## src/rtl/deint_pkg.sv

```systemverilog
// Shared types for the deinterlacer read side.
// Line length, repeat modes, reader states, mode decode.
package deint_pkg;

  localparam int LINE_LEN = 640;

  typedef enum logic [1:0] {
    ONCE   = 2'b00,
    TWICE  = 2'b01,
    THRICE = 2'b10,
    RSVD   = 2'b11
  } repeat_mode_e;

  typedef enum logic [2:0] {
    IDLE,
    PRIME,
    STREAM,
    DRAIN,
    RELEASE
  } lrr_state_e;

  // Reserved mode falls back to a single pass.
  function automatic logic [1:0] mode_passes(
    input repeat_mode_e m
  );
    logic [1:0] n;
    n = 2'd1;
    case (m)
      TWICE:   n = 2'd2;
      THRICE:  n = 2'd3;
      default: n = 2'd1;
    endcase
    return n;
  endfunction

endpackage

```

## src/rtl/line_repeat_reader_if.sv

```systemverilog
// Pixel stream bundle with line markers.
// Valid/ready handshake, master drives pixels.
interface line_repeat_reader_if #(
  parameter int DATA_W = 8
);
  logic [DATA_W-1:0] data;
  logic              valid;
  logic              ready;
  logic              sol;
  logic              eol;
  logic              last_rep;

  modport master (
    output data, valid, sol, eol, last_rep,
    input  ready
  );

  modport slave (
    input  data, valid, sol, eol, last_rep,
    output ready
  );
endinterface

```

## src/rtl/pix_out_fifo.sv

```systemverilog
// Small synchronous FIFO for tagged pixels.
// Push when full and pop when empty are ignored.
module pix_out_fifo #(
  parameter int WIDTH = 11,
  parameter int DEPTH = 4,
  localparam int AW = (DEPTH > 1) ? $clog2(DEPTH) : 1,
  localparam int OW = $clog2(DEPTH + 1)
) (
  input  logic             clock,
  input  logic             reset,
  input  logic             push,
  input  logic [WIDTH-1:0] push_data,
  input  logic             pop,
  output logic [WIDTH-1:0] head,
  output logic [OW-1:0]    occupancy,
  output logic             empty,
  output logic             full
);

  logic [WIDTH-1:0] mem [DEPTH];
  logic [AW-1:0]    wr_ptr;
  logic [AW-1:0]    rd_ptr;
  logic             do_push;
  logic             do_pop;

  assign empty   = (occupancy == '0);
  assign full    = (occupancy == OW'(DEPTH));
  assign do_push = push && !full;
  assign do_pop  = pop && !empty;
  assign head    = mem[rd_ptr];

  function automatic logic [AW-1:0] nxt(
    input logic [AW-1:0] p
  );
    return (p == AW'(DEPTH - 1)) ? '0 : p + AW'(1);
  endfunction

  // Storage, pointers and fill level.
  always_ff @(posedge clock or posedge reset) begin
    if (reset) begin
      for (int i = 0; i < DEPTH; i++) begin
        mem[i] <= '0;
      end
      wr_ptr    <= '0;
      rd_ptr    <= '0;
      occupancy <= '0;
    end else begin
      if (do_push) begin
        mem[wr_ptr] <= push_data;
        wr_ptr      <= nxt(wr_ptr);
      end
      if (do_pop) begin
        rd_ptr <= nxt(rd_ptr);
      end
      case ({do_push, do_pop})
        2'b10:   occupancy <= occupancy + OW'(1);
        2'b01:   occupancy <= occupancy - OW'(1);
        default: occupancy <= occupancy;
      endcase
    end
  end

endmodule

```

## src/rtl/line_repeat_reader.sv

```systemverilog
// Reads a full line from the line buffer and
// replays it 1..3 times as a marked pixel stream.
module line_repeat_reader
  import deint_pkg::*;
#(
  parameter int LINE_LEN    = deint_pkg::LINE_LEN,
  parameter int DATA_W      = 8,
  parameter int OFIFO_DEPTH = 4
) (
  input  logic                   clock,
  input  logic                   reset,
  input  logic                   buf_full,
  output logic                   buf_rd_req,
  input  logic [DATA_W-1:0]      buf_q,
  input  logic [1:0]             repeat_mode,
  line_repeat_reader_if.master   out,
  output logic                   busy
);

  localparam int RW = $clog2(LINE_LEN + 1);
  localparam int OW = $clog2(OFIFO_DEPTH + 1);
  localparam int CW = OW + 1;
  localparam int FW = DATA_W + 3;

  lrr_state_e     state;
  logic           prime_cnt;
  logic [RW-1:0]  req_cnt;
  logic [1:0]     passes_left;

  // Request pipe: valid, capture, eol tag.
  logic           v1, c1, e1;
  logic           v2, c2, e2;

  logic [1:0]     inflight;
  logic [OW-1:0]  occupancy;
  logic           fifo_empty;
  logic           fifo_full;
  logic           credit_ok;
  logic           rd_req;
  logic           prime_fire;
  logic           drain_done;
  logic           push;
  logic           pop;
  logic [FW-1:0]  push_data;
  logic [FW-1:0]  head;

  assign inflight   = {1'b0, v1} + {1'b0, v2};
  assign credit_ok  = (CW'(occupancy) + CW'(inflight))
                      < CW'(OFIFO_DEPTH);
  assign rd_req     = (state == STREAM) && credit_ok
                      && (req_cnt < RW'(LINE_LEN));
  assign prime_fire = (state == PRIME) && prime_cnt
                      && !fifo_full;
  // The wrap-only return never needs capturing, so
  // the pass may end while it is still on the bus.
  assign drain_done = !v1;

  assign push      = prime_fire || (v2 && c2);
  assign push_data = {buf_q,
                      prime_fire,
                      v2 && c2 && e2,
                      passes_left == 2'd1};

  assign pop        = out.valid && out.ready;
  assign out.valid  = !fifo_empty;
  assign out.data   = fifo_empty ? '0 : head[FW-1:3];
  assign out.sol    = !fifo_empty && head[2];
  assign out.eol    = !fifo_empty && head[1];
  assign out.last_rep = !fifo_empty && head[0];

  assign buf_rd_req = rd_req;
  assign busy       = (state != IDLE);

  pix_out_fifo #(
    .WIDTH (FW),
    .DEPTH (OFIFO_DEPTH)
  ) u_fifo (
    .clock     (clock),
    .reset     (reset),
    .push      (push),
    .push_data (push_data),
    .pop       (pop),
    .head      (head),
    .occupancy (occupancy),
    .empty     (fifo_empty),
    .full      (fifo_full)
  );

  // Tracks outstanding buffer reads and their tags.
  always_ff @(posedge clock or posedge reset) begin
    if (reset) begin
      v1 <= 1'b0;
      c1 <= 1'b0;
      e1 <= 1'b0;
      v2 <= 1'b0;
      c2 <= 1'b0;
      e2 <= 1'b0;
    end else begin
      v1 <= rd_req;
      c1 <= rd_req && (req_cnt != RW'(LINE_LEN - 1));
      e1 <= rd_req && (req_cnt == RW'(LINE_LEN - 2));
      v2 <= v1;
      c2 <= c1;
      e2 <= e1;
    end
  end

  // Line/pass sequencing.
  always_ff @(posedge clock or posedge reset) begin
    if (reset) begin
      state       <= IDLE;
      prime_cnt   <= 1'b0;
      req_cnt     <= '0;
      passes_left <= 2'd0;
    end else begin
      unique case (state)
        IDLE: begin
          if (buf_full) begin
            passes_left <= mode_passes(
                             repeat_mode_e'(repeat_mode));
            prime_cnt   <= 1'b0;
            state       <= PRIME;
          end
        end
        PRIME: begin
          if (!prime_cnt) begin
            prime_cnt <= 1'b1;
          end else if (!fifo_full) begin
            req_cnt <= '0;
            state   <= STREAM;
          end
        end
        STREAM: begin
          if (rd_req) begin
            req_cnt <= req_cnt + RW'(1);
            if (req_cnt == RW'(LINE_LEN - 1)) begin
              state <= DRAIN;
            end
          end
        end
        DRAIN: begin
          if (drain_done) begin
            passes_left <= passes_left - 2'd1;
            prime_cnt   <= 1'b0;
            state <= (passes_left == 2'd1) ? RELEASE : PRIME;
          end
        end
        RELEASE: begin
          if (fifo_empty && !buf_full) begin
            state <= IDLE;
          end
        end
        default: state <= IDLE;
      endcase
    end
  end

endmodule

```

## src/flat_wrapper.sv

```systemverilog
// flat-port wrapper written by rule: the top's interface ports become plain ports
module line_repeat_reader_flat import deint_pkg::*;
#(
  parameter int LINE_LEN    = deint_pkg::LINE_LEN,
  parameter int DATA_W      = 8,
  parameter int OFIFO_DEPTH = 4
)
  (clock, reset, buf_full, buf_rd_req, buf_q, repeat_mode, busy, out_data, out_valid, out_sol, out_eol, out_last_rep, out_ready);
  line_repeat_reader_if #(.DATA_W(DATA_W)) out_i ();
  input  logic clock;
  input  logic reset;
  input  logic buf_full;
  output logic buf_rd_req;
  input  logic [DATA_W-1:0] buf_q;
  input  logic [1:0] repeat_mode;
  output logic busy;
  output wire logic [$bits(out_i.data)-1:0] out_data;
  output wire logic [$bits(out_i.valid)-1:0] out_valid;
  output wire logic [$bits(out_i.sol)-1:0] out_sol;
  output wire logic [$bits(out_i.eol)-1:0] out_eol;
  output wire logic [$bits(out_i.last_rep)-1:0] out_last_rep;
  input wire logic [$bits(out_i.ready)-1:0] out_ready;
  assign out_data = out_i.data;
  assign out_valid = out_i.valid;
  assign out_sol = out_i.sol;
  assign out_eol = out_i.eol;
  assign out_last_rep = out_i.last_rep;
  assign out_i.ready = out_ready;
  line_repeat_reader #(.LINE_LEN(LINE_LEN), .DATA_W(DATA_W), .OFIFO_DEPTH(OFIFO_DEPTH)) u_core (.clock(clock), .reset(reset), .buf_full(buf_full), .buf_rd_req(buf_rd_req), .buf_q(buf_q), .repeat_mode(repeat_mode), .out(out_i), .busy(busy));
endmodule
```

## config.mk

```make
export PLATFORM = sky130hd
export DESIGN_NAME = line_repeat_reader_flat
export DESIGN_NICKNAME = d
export VERILOG_FILES = /design/src/rtl/deint_pkg.sv /design/src/rtl/line_repeat_reader_if.sv /design/src/rtl/pix_out_fifo.sv /design/src/rtl/line_repeat_reader.sv /design/src/flat_wrapper.sv
export SDC_FILE = /design/constraint.sdc
export NUM_CORES = 1
export LEC_CHECK = 0
export CAP_MARGIN = 20
export CORE_MARGIN = 8
export CORE_UTILIZATION = 60
export DETAILED_ROUTE_END_ITERATION = 6
export HOLD_SLACK_MARGIN = 0.12
export PLACE_DENSITY = 0.91
export SLEW_MARGIN = 0
export SYNTH_ARGS = -nofsm -noshare
export SYNTH_HDL_FRONTEND = slang
export SYNTH_SLANG_ARGS = --single-unit
export TNS_END_PERCENT = 1
```

## constraint.sdc

```tcl
create_clock -name clock -period 7.02 [get_ports clock]
set_input_delay 1.053 -clock clock [delete_from_list [all_inputs] [get_ports clock]]
set_output_delay 1.053 -clock clock [all_outputs]
set_load 0.03 [all_outputs]
```

==> results.py, run 1 <==
metrics = {
    "synthesis": {
        "synth_edf_count": 0,
        "yosys_register_bits": 73,
        "yosys_warnings": 0,
        "synth_top_cell_by_area": "dfrtp_1",
        "ys_seq_area_share_pct": 52.01,
        "synthArstFlopShare_pct": 100.0,
        "synth.cell_area_sq_um": 3512,
        "synth_area_leaders": "dfrtp_1 52%, mux2_1 9.0%, mux4_2 7.1%",
        "synth_fp_nets": 309,
        "syn_inst": 283,
        "synth_cell_types": 42,
        "synth_top_area_share_pct": 52.01,
        "ys.flop_type": "dfrtp_1",
        "synth_area_per_cell_sq_um": 12.41,
    },
    "cells_and_area": {
        "layout_commonest_cell": "dfrtp_1",
        "drive_above_1_share_pct": 15.99,
        "syn2layout_area_growth_pct": 14.78,
        "fillers": 401,
        "nNetsFinal": 341,
        "num_antenna_cells": 0,
        "layout_common_cells": "73 x dfrtp_1, 28 x mux2_1, 27 x clkdlybuf4s50_1",
    },
    "sta": {
        "setup_tns_ns": 0,
        "fmax_ghz": 0.2749,
        "hold_viol": 0,
        "rsz0062_at_grt": "false",
        "fin_crit_ns": 3.637,
        "hold_ws_ns": 0.3557,
        "setup_viol": 0,
        "skew_ns": 0.008847,
        "tightest_slew_ns": 0.9085,
        "slew_violations": 0,
        "fin_crit_sh_pct": 51.82,
        "slew_headroom_pct": 39.43,
    },
    "critical_path": {
        "crit_start": "u_core.u_fifo.occupancy[0]$_DFFE_PP0P_",
        "cp.required_ns": 5.97,
        "start_kind": "flip-flop",
        "path_class": "reg -> out",
        "timing.rr.start": "u_core.u_fifo.occupancy[0]$_DFFE_PP0P_",
        "worstSetupEndpointType": "output port",
        "cp.arrival_ns": 2.58,
        "crit_fanout": 5,
    },
    "clocking": {
        "clk_latency_ns": 0.35,
        "ctsResizeCount": 0,
        "ctsRootBufferMaster": "clkbuf_8",
        "numClockSinks": 73,
        "holdBufCountCts": 0,
        "clk_pin_slew_ns": 0.07,
        "cts_buffers": 9,
        "cts_tree": "yes",
        "post_cts_buffers": 0,
        "cts_max_level": 3,
        "clockBufferDepth": 2,
    },
    "outcome": {
        "status": "complete, no violations",
    },
    "power_and_ir_drop": {
        "power_density_nw_per_um2": 459.8,
        "ir_worst_vdd_mv": 0.2703,
        "p_leak_nw": 1.747,
    },
    "floorplan": {
        "rows": 28,
        "fp.dieH_um": 92.51,
        "design.core.area_sq_um": 5781,
        "start_util_pct": 60.76,
        "dieArea_sq_um": 8558,
        "ioPinCount": 28,
        "dieWidth_um": 92.51,
    },
    "drt": {
        "ant_nets": 0,
        "wl_per_cell_um": 17.36,
        "drc_errors": 0,
        "drt_first_pass_iters": 6,
        "drt-total-wl_mm": 6.840,
        "viasPerCell": 5.893,
        "via_count": 2322,
        "drtIter0Drc": 123,
    },
    "place": {
        "dp_hpwl_mm": 4.694,
        "gp_congestion": 0.8313,
        "portBuffers": 27,
    },
    "global_route": {
        "met3_usage_pct": 5.097,
        "grt_max_degree": 74,
        "grt_overflow": 0,
        "use_met2_pct": 27.06,
        "grt_usage_pct": 17.12,
        "grt_pass1_vias": 2380,
        "antenna_found_initial": 0,
        "grt_busiest_layer": "met2",
        "grt_pass1_wl_mm": 11.54,
        "grtUsageMet1_pct": 21.07,
    },
    "worst_hold_path": {
        "hold_class": "reg -> reg",
        "hold_start": "u_core.c1$_DFF_PP0_",
    },
    "job": {
        "cap_violations": 0,
    },
}
## critical path, stage by stage (launching register included)
cell and delay [ns]:
dfrtp_1 0.44, ha_1 0.31, a21oi_1 0.15, o211ai_1 0.21, or2_2 0.39, inv_1 0.08
clkdlybuf4s50_1 0.67
## path summary, 6_finish.rpt
| path | cells after the start | endpoint | slack [ns] |
|---|---|---|---|
| max | 6 | buf_rd_req | 3.38 |
| min reg2reg | 0 | u_core.c2$_DFF_PP0_ | 0.36 |
| min | 0 | u_core.c2$_DFF_PP0_ | 0.36 |
| max in group asynchronous | 3 | u_core.u_fifo.mem[9]$_DFFE_PP0P_ | 5.13 |
| min in group asynchronous | 3 | u_core.u_fifo.mem[8]$_DFFE_PP0P_ | 1.30 |
| max reg2reg | 10 | u_core.u_fifo.occupancy[2]$_DFFE_PP0P_ | 4.21 |
## final cells by class
type / count / area (sq um) / share of cell area [%]
sequential: 73 / 1827 / 45.31
multi-input combinational: 183 / 1559 / 38.67
timing repair buffer: 32 / 307.8 / 7.635
clock buffer: 9 / 123.9 / 3.073
tap: 75 / 93.84 / 2.328
clock inverter: 6 / 60.06 / 1.490
inverter: 16 / 60.06 / 1.490
## where the power goes
part           internal (mW)  switching [mW]
combinational          0.411           0.401
clock                  0.160           0.151
sequential             0.583           0.148
total                   1.15           0.700
## cell usage after synthesis (all sizes together) (8+ instances only)
cell type / count
dfrtp: 73
mux2: 40
o21ai: 20
nand2: 19
inv: 16
and2: 11
ha: 11
mux4: 11
nor2: 11
buf: 10
a21oi: 8
nand3: 8
## per-stage QoR
step                      std cells  utilization [%]  power (mW)  instance area (sq um)  worst slack [ns]
after CTS                       394            69.74       1.871                   4031             3.349
after floorplan                 283                -       1.293                   3512             4.114
after detailed placement        379            66.56       1.552                   3847             3.730
final                           394            69.74       1.853                   4031             3.383
after global routing            394            69.74       1.969                   4031             3.256
after global placement          378            66.43       1.502                   3840             3.749
## routing by layer
metal | vias to the layer above | part of all wire [%]
met5 | - | 0
met4 | 0 | 1.6
met3 | 13 | 5.5
met2 | 52 | 50
met1 | 1182 | 43
li1 | 1075 | -
## kinds of logic (layout without fill, tap and decap cells)
logic type | Yosys count | count (layout) | share of synthesized area, %
flip-flops | 73 | 73 | 52.01
AND/OR/NAND/NOR | 72 | 72 | 10.72
multiplexers | 53 | 53 | 20.45
AO/OA/AOI/OAI | 40 | 40 | 7.232
buffers and inverters | 27 | 63 | 3.598
adder cells (fa/ha/maj) | 12 | 12 | 4.489
XOR/XNOR | 6 | 6 | 1.496
## state kept, by name, indices dropped and copies added (netlist names)
register / cells
u_core.c1: 1
u_core.passes_left: 2
u_core.state: 3
u_core.v1: 1
u_core.e2: 1
u_core.prime_cnt: 1
u_core.u_fifo.mem: 44
u_core.v2: 1
u_core.req_cnt: 10
u_core.u_fifo.wr_ptr: 2
u_core.u_fifo.occupancy: 3
u_core.c2: 1
u_core.e1: 1
u_core.u_fifo.rd_ptr: 2
(Power assumes the default switching activity.)
==> run 2, diff against run 1 <==
--- a/config.mk
+++ b/config.mk
@@ -7,10 +7,10 @@
 export LEC_CHECK = 0
 export CAP_MARGIN = 20
 export CORE_MARGIN = 8
-export CORE_UTILIZATION = 60
+export CORE_UTILIZATION = 52
 export DETAILED_ROUTE_END_ITERATION = 6
 export HOLD_SLACK_MARGIN = 0.12
-export PLACE_DENSITY = 0.91
+export PLACE_DENSITY = 0.84
 export SLEW_MARGIN = 0
 export SYNTH_ARGS = -nofsm -noshare
 export SYNTH_HDL_FRONTEND = slang
==> constraint.sdc (replaced) <==
create_clock -name clock -period 3.2 [get_ports clock]
set_input_delay 0.48 -clock clock [delete_from_list [all_inputs] [get_ports clock]]
set_output_delay 0.48 -clock clock [all_outputs]
set_load 0.03 [all_outputs]
==> run 2 against run 1 <==
  * Highest routed layer unchanged
  * Die area increased by 13%
  * Final cell count rose by 2.0%
  * Combinational power grew 130%
  * Clock-buffer cell count is the same
  * Global-route usage down 1.7 points
  * Non-clock buffer count rose by 2
  * Flip-flop and latch count did not move
  * Power rose by 130%
==> results.py, run 2 (same netlist as run 1, synthesis figures left out) <==
metrics = {
    "critical_path": {
        "critical-path-top-delay-family": "buffers and inverters",
        "path_cells": "ha_1 > a21oi_1 > o211ai_1 > or2_2 > inv_1 > clkdlybuf4s50_1",
        "critical-path-slowest-cell": "clkdlybuf4s50_1",
        "cp.required_ns": 2.72,
        "cp.arrival_ns": 2.57,
        "crit_fanout": 5,
        "crit_path_max_incr_delay_ns": 0.68,
        "path_class": "reg -> out",
        "start_kind": "flip-flop",
        "worstSetupEndpointType": "output port",
        "crit_buf_inv": 2,
    },
    "floorplan": {
        "dieWidth_um": 98.19,
        "ioPinCount": 28,
        "start_util_pct": 52.57,
        "fp.dieH_um": 98.19,
        "design.core.area_sq_um": 6681,
        "dieArea_sq_um": 9640,
        "rows": 30,
    },
    "power_and_ir_drop": {
        "pwr-share-clk_pct": 20.2,
        "p_leak_nw": 1.790,
        "p_int_mw": 2.716,
        "power_density_nw_per_um2": 1030,
        "swShare_pct": 36.01,
        "seq_power_share_pct": 36.3,
        "switchingPower_mw": 1.529,
        "finalPower_mw": 4.245,
        "comb_power_share_pct": 43.5,
        "ir_worst_vdd_mv": 0.3894,
    },
    "drt": {
        "viasPerCell": 5.652,
        "ant_nets": 0,
        "drc_errors": 0,
        "via_count": 2272,
        "drtIter0Drc": 90,
        "drt_first_pass_iters": 4,
        "wl_per_cell_um": 16.71,
        "drt-total-wl_mm": 6.716,
    },
    "clocking": {
        "cts_buffers": 9,
        "numClockSinks": 73,
        "ctsResizeCount": 0,
        "ctsRootBufferMaster": "clkbuf_8",
        "post_cts_buffers": 0,
        "clk_pin_slew_ns": 0.08,
        "cts_max_level": 3,
        "cts_tree": "yes",
        "clockBufferDepth": 2,
        "clk_latency_ns": 0.34,
        "holdBufCountCts": 0,
    },
    "cells_and_area": {
        "top_regs": "u_core.u_fifo.mem (44), u_core.req_cnt (10)",
        "largest_reg_flops": 44,
        "nNetsFinal": 343,
        "syn2layout_area_growth_pct": 17.35,
        "layout_commonest_cell": "dfrtp_1",
        "top_register": "u_core.u_fifo.mem",
        "postLayoutCellArea_sq_um": 4121,
        "drive_above_1_share_pct": 16.77,
        "num_antenna_cells": 0,
        "layout_common_cells": "73 x dfrtp_1, 28 x mux2_1, 27 x clkdlybuf4s50_1",
    },
    "global_route": {
        "grt_max_degree": 47,
        "grt_overflow": 0,
        "antenna_found_initial": 0,
        "grt_pass1_wl_mm": 11.86,
        "grt_usage_pct": 15.40,
        "grt_pass1_vias": 2504,
    },
    "sta": {
        "skew_ns": 0.01268,
        "fmax_ghz": 0.3279,
        "fin_crit_ns": 3.050,
        "fin_crit_sh_pct": 95.30,
        "setup_viol": 0,
        "tightest_slew_ns": 0.7234,
        "rsz0062_at_grt": "false",
        "slew_headroom_pct": 51.76,
        "setup_tns_ns": 0,
        "hold_viol": 0,
        "slew_violations": 0,
    },
    "worst_hold_path": {
        "hold_class": "reg -> reg",
    },
    "place": {
        "portBuffers": 27,
        "gp_congestion": 0.8726,
        "place_area_sq_um": 3881,
        "dp_hpwl_mm": 4.742,
    },
    "job": {
        "cap_violations": 0,
    },
    "outcome": {
        "status": "complete, no violations",
    },
}
run 2: cell types whose count changed in the layout (fill, tap and decap cells not counted):
cell / before / now
bufinv_16: 1 / 3
buf_12: 0 / 1
buf_4: 5 / 6
clkinv_2: 3 / 2
clkinvlp_4: 2 / 1
inv_6: 0 / 1
run 2: worst paths after layout:
path,slack [ns],to,from,depth (start not counted)
worst max-delay path,0.15,buf_rd_req,u_core.u_fifo.occupancy[0]$_DFFE_PP0P_,6
worst max register to register,0.60,u_core.u_fifo.occupancy[2]$_DFFE_PP0P_,u_core.u_fifo.occupancy[0]$_DFFE_PP0P_,9
worst min-delay path,0.36,u_core.c2$_DFF_PP0_,u_core.c1$_DFF_PP0_,0
worst min register to register,0.36,u_core.c2$_DFF_PP0_,u_core.c1$_DFF_PP0_,0
min in group asynchronous,0.52,u_core.req_cnt[4]$_DFFE_PP0P_,reset,2
max in group asynchronous,2.03,u_core.u_fifo.mem[11]$_DFFE_PP0P_,reset,3
run 2: layout make-up:
cell class              count  area, sq um
inverters                  16        60.06
repair buffers             34        335.3
clock buffers               9        123.9
fillers                   511         2560
clock inverters             7        116.4
multi-input cells         183         1559
flip-flops and latches     73         1827
well taps                  80        100.1
run 2: power groups by stage:
| stage | registers (mW) | clock network [mW] | logic (mW) |
|---|---|---|---|
| 6_report | 1.54 | 0.856 | 1.85 |
| 5_1_grt | 1.60 | 0.906 | 2.03 |
| 4_1_cts | 1.54 | 0.874 | 1.88 |
| 3_5_place_dp | 1.56 | 0 | 1.86 |
| 3_3_place_gp | 1.53 | 0 | 1.80 |
| 2_1_floorplan | 1.45 | 0 | 1.38 |
run 2: layer usage:
| layer | up-vias | share of wire (%) | GRT usage [%] |
|---|---|---|---|
| met5 | - | 0 | 0 |
| met2 | 56 | 51 | 25.71 |
| li1 | 1078 | - | - |
| met4 | 0 | 1.1 | 6.139 |
| met1 | 1132 | 43 | 17.90 |
| met3 | 6 | 5.0 | 5.050 |
run 2: per-stage QoR:
stage | util, % | hold slack, ns | worst slack, ns | instances
after floorplan | - | 0.3312 | 0.7455 | 283
after global placement | 58.09 | 0.3498 | 0.5669 | 386
after detailed placement | 58.09 | 0.3434 | 0.5187 | 386
after CTS | 61.69 | 0.3655 | 0.1315 | 402
after global routing | 61.69 | 0.3820 | 0.005367 | 402
final | 61.69 | 0.3626 | 0.1505 | 402
run 2: worst reg2reg max path, stage by stage, from the launching register on:
cell     delay, ns
dfrtp_1       0.43
nor3b_1       0.46
nor2_1        0.21
nor2_1        0.27
ha_1          0.24
inv_1         0.07
fa_1          0.43
xor2_1        0.15
nor2_1        0.12
xor2_1        0.15
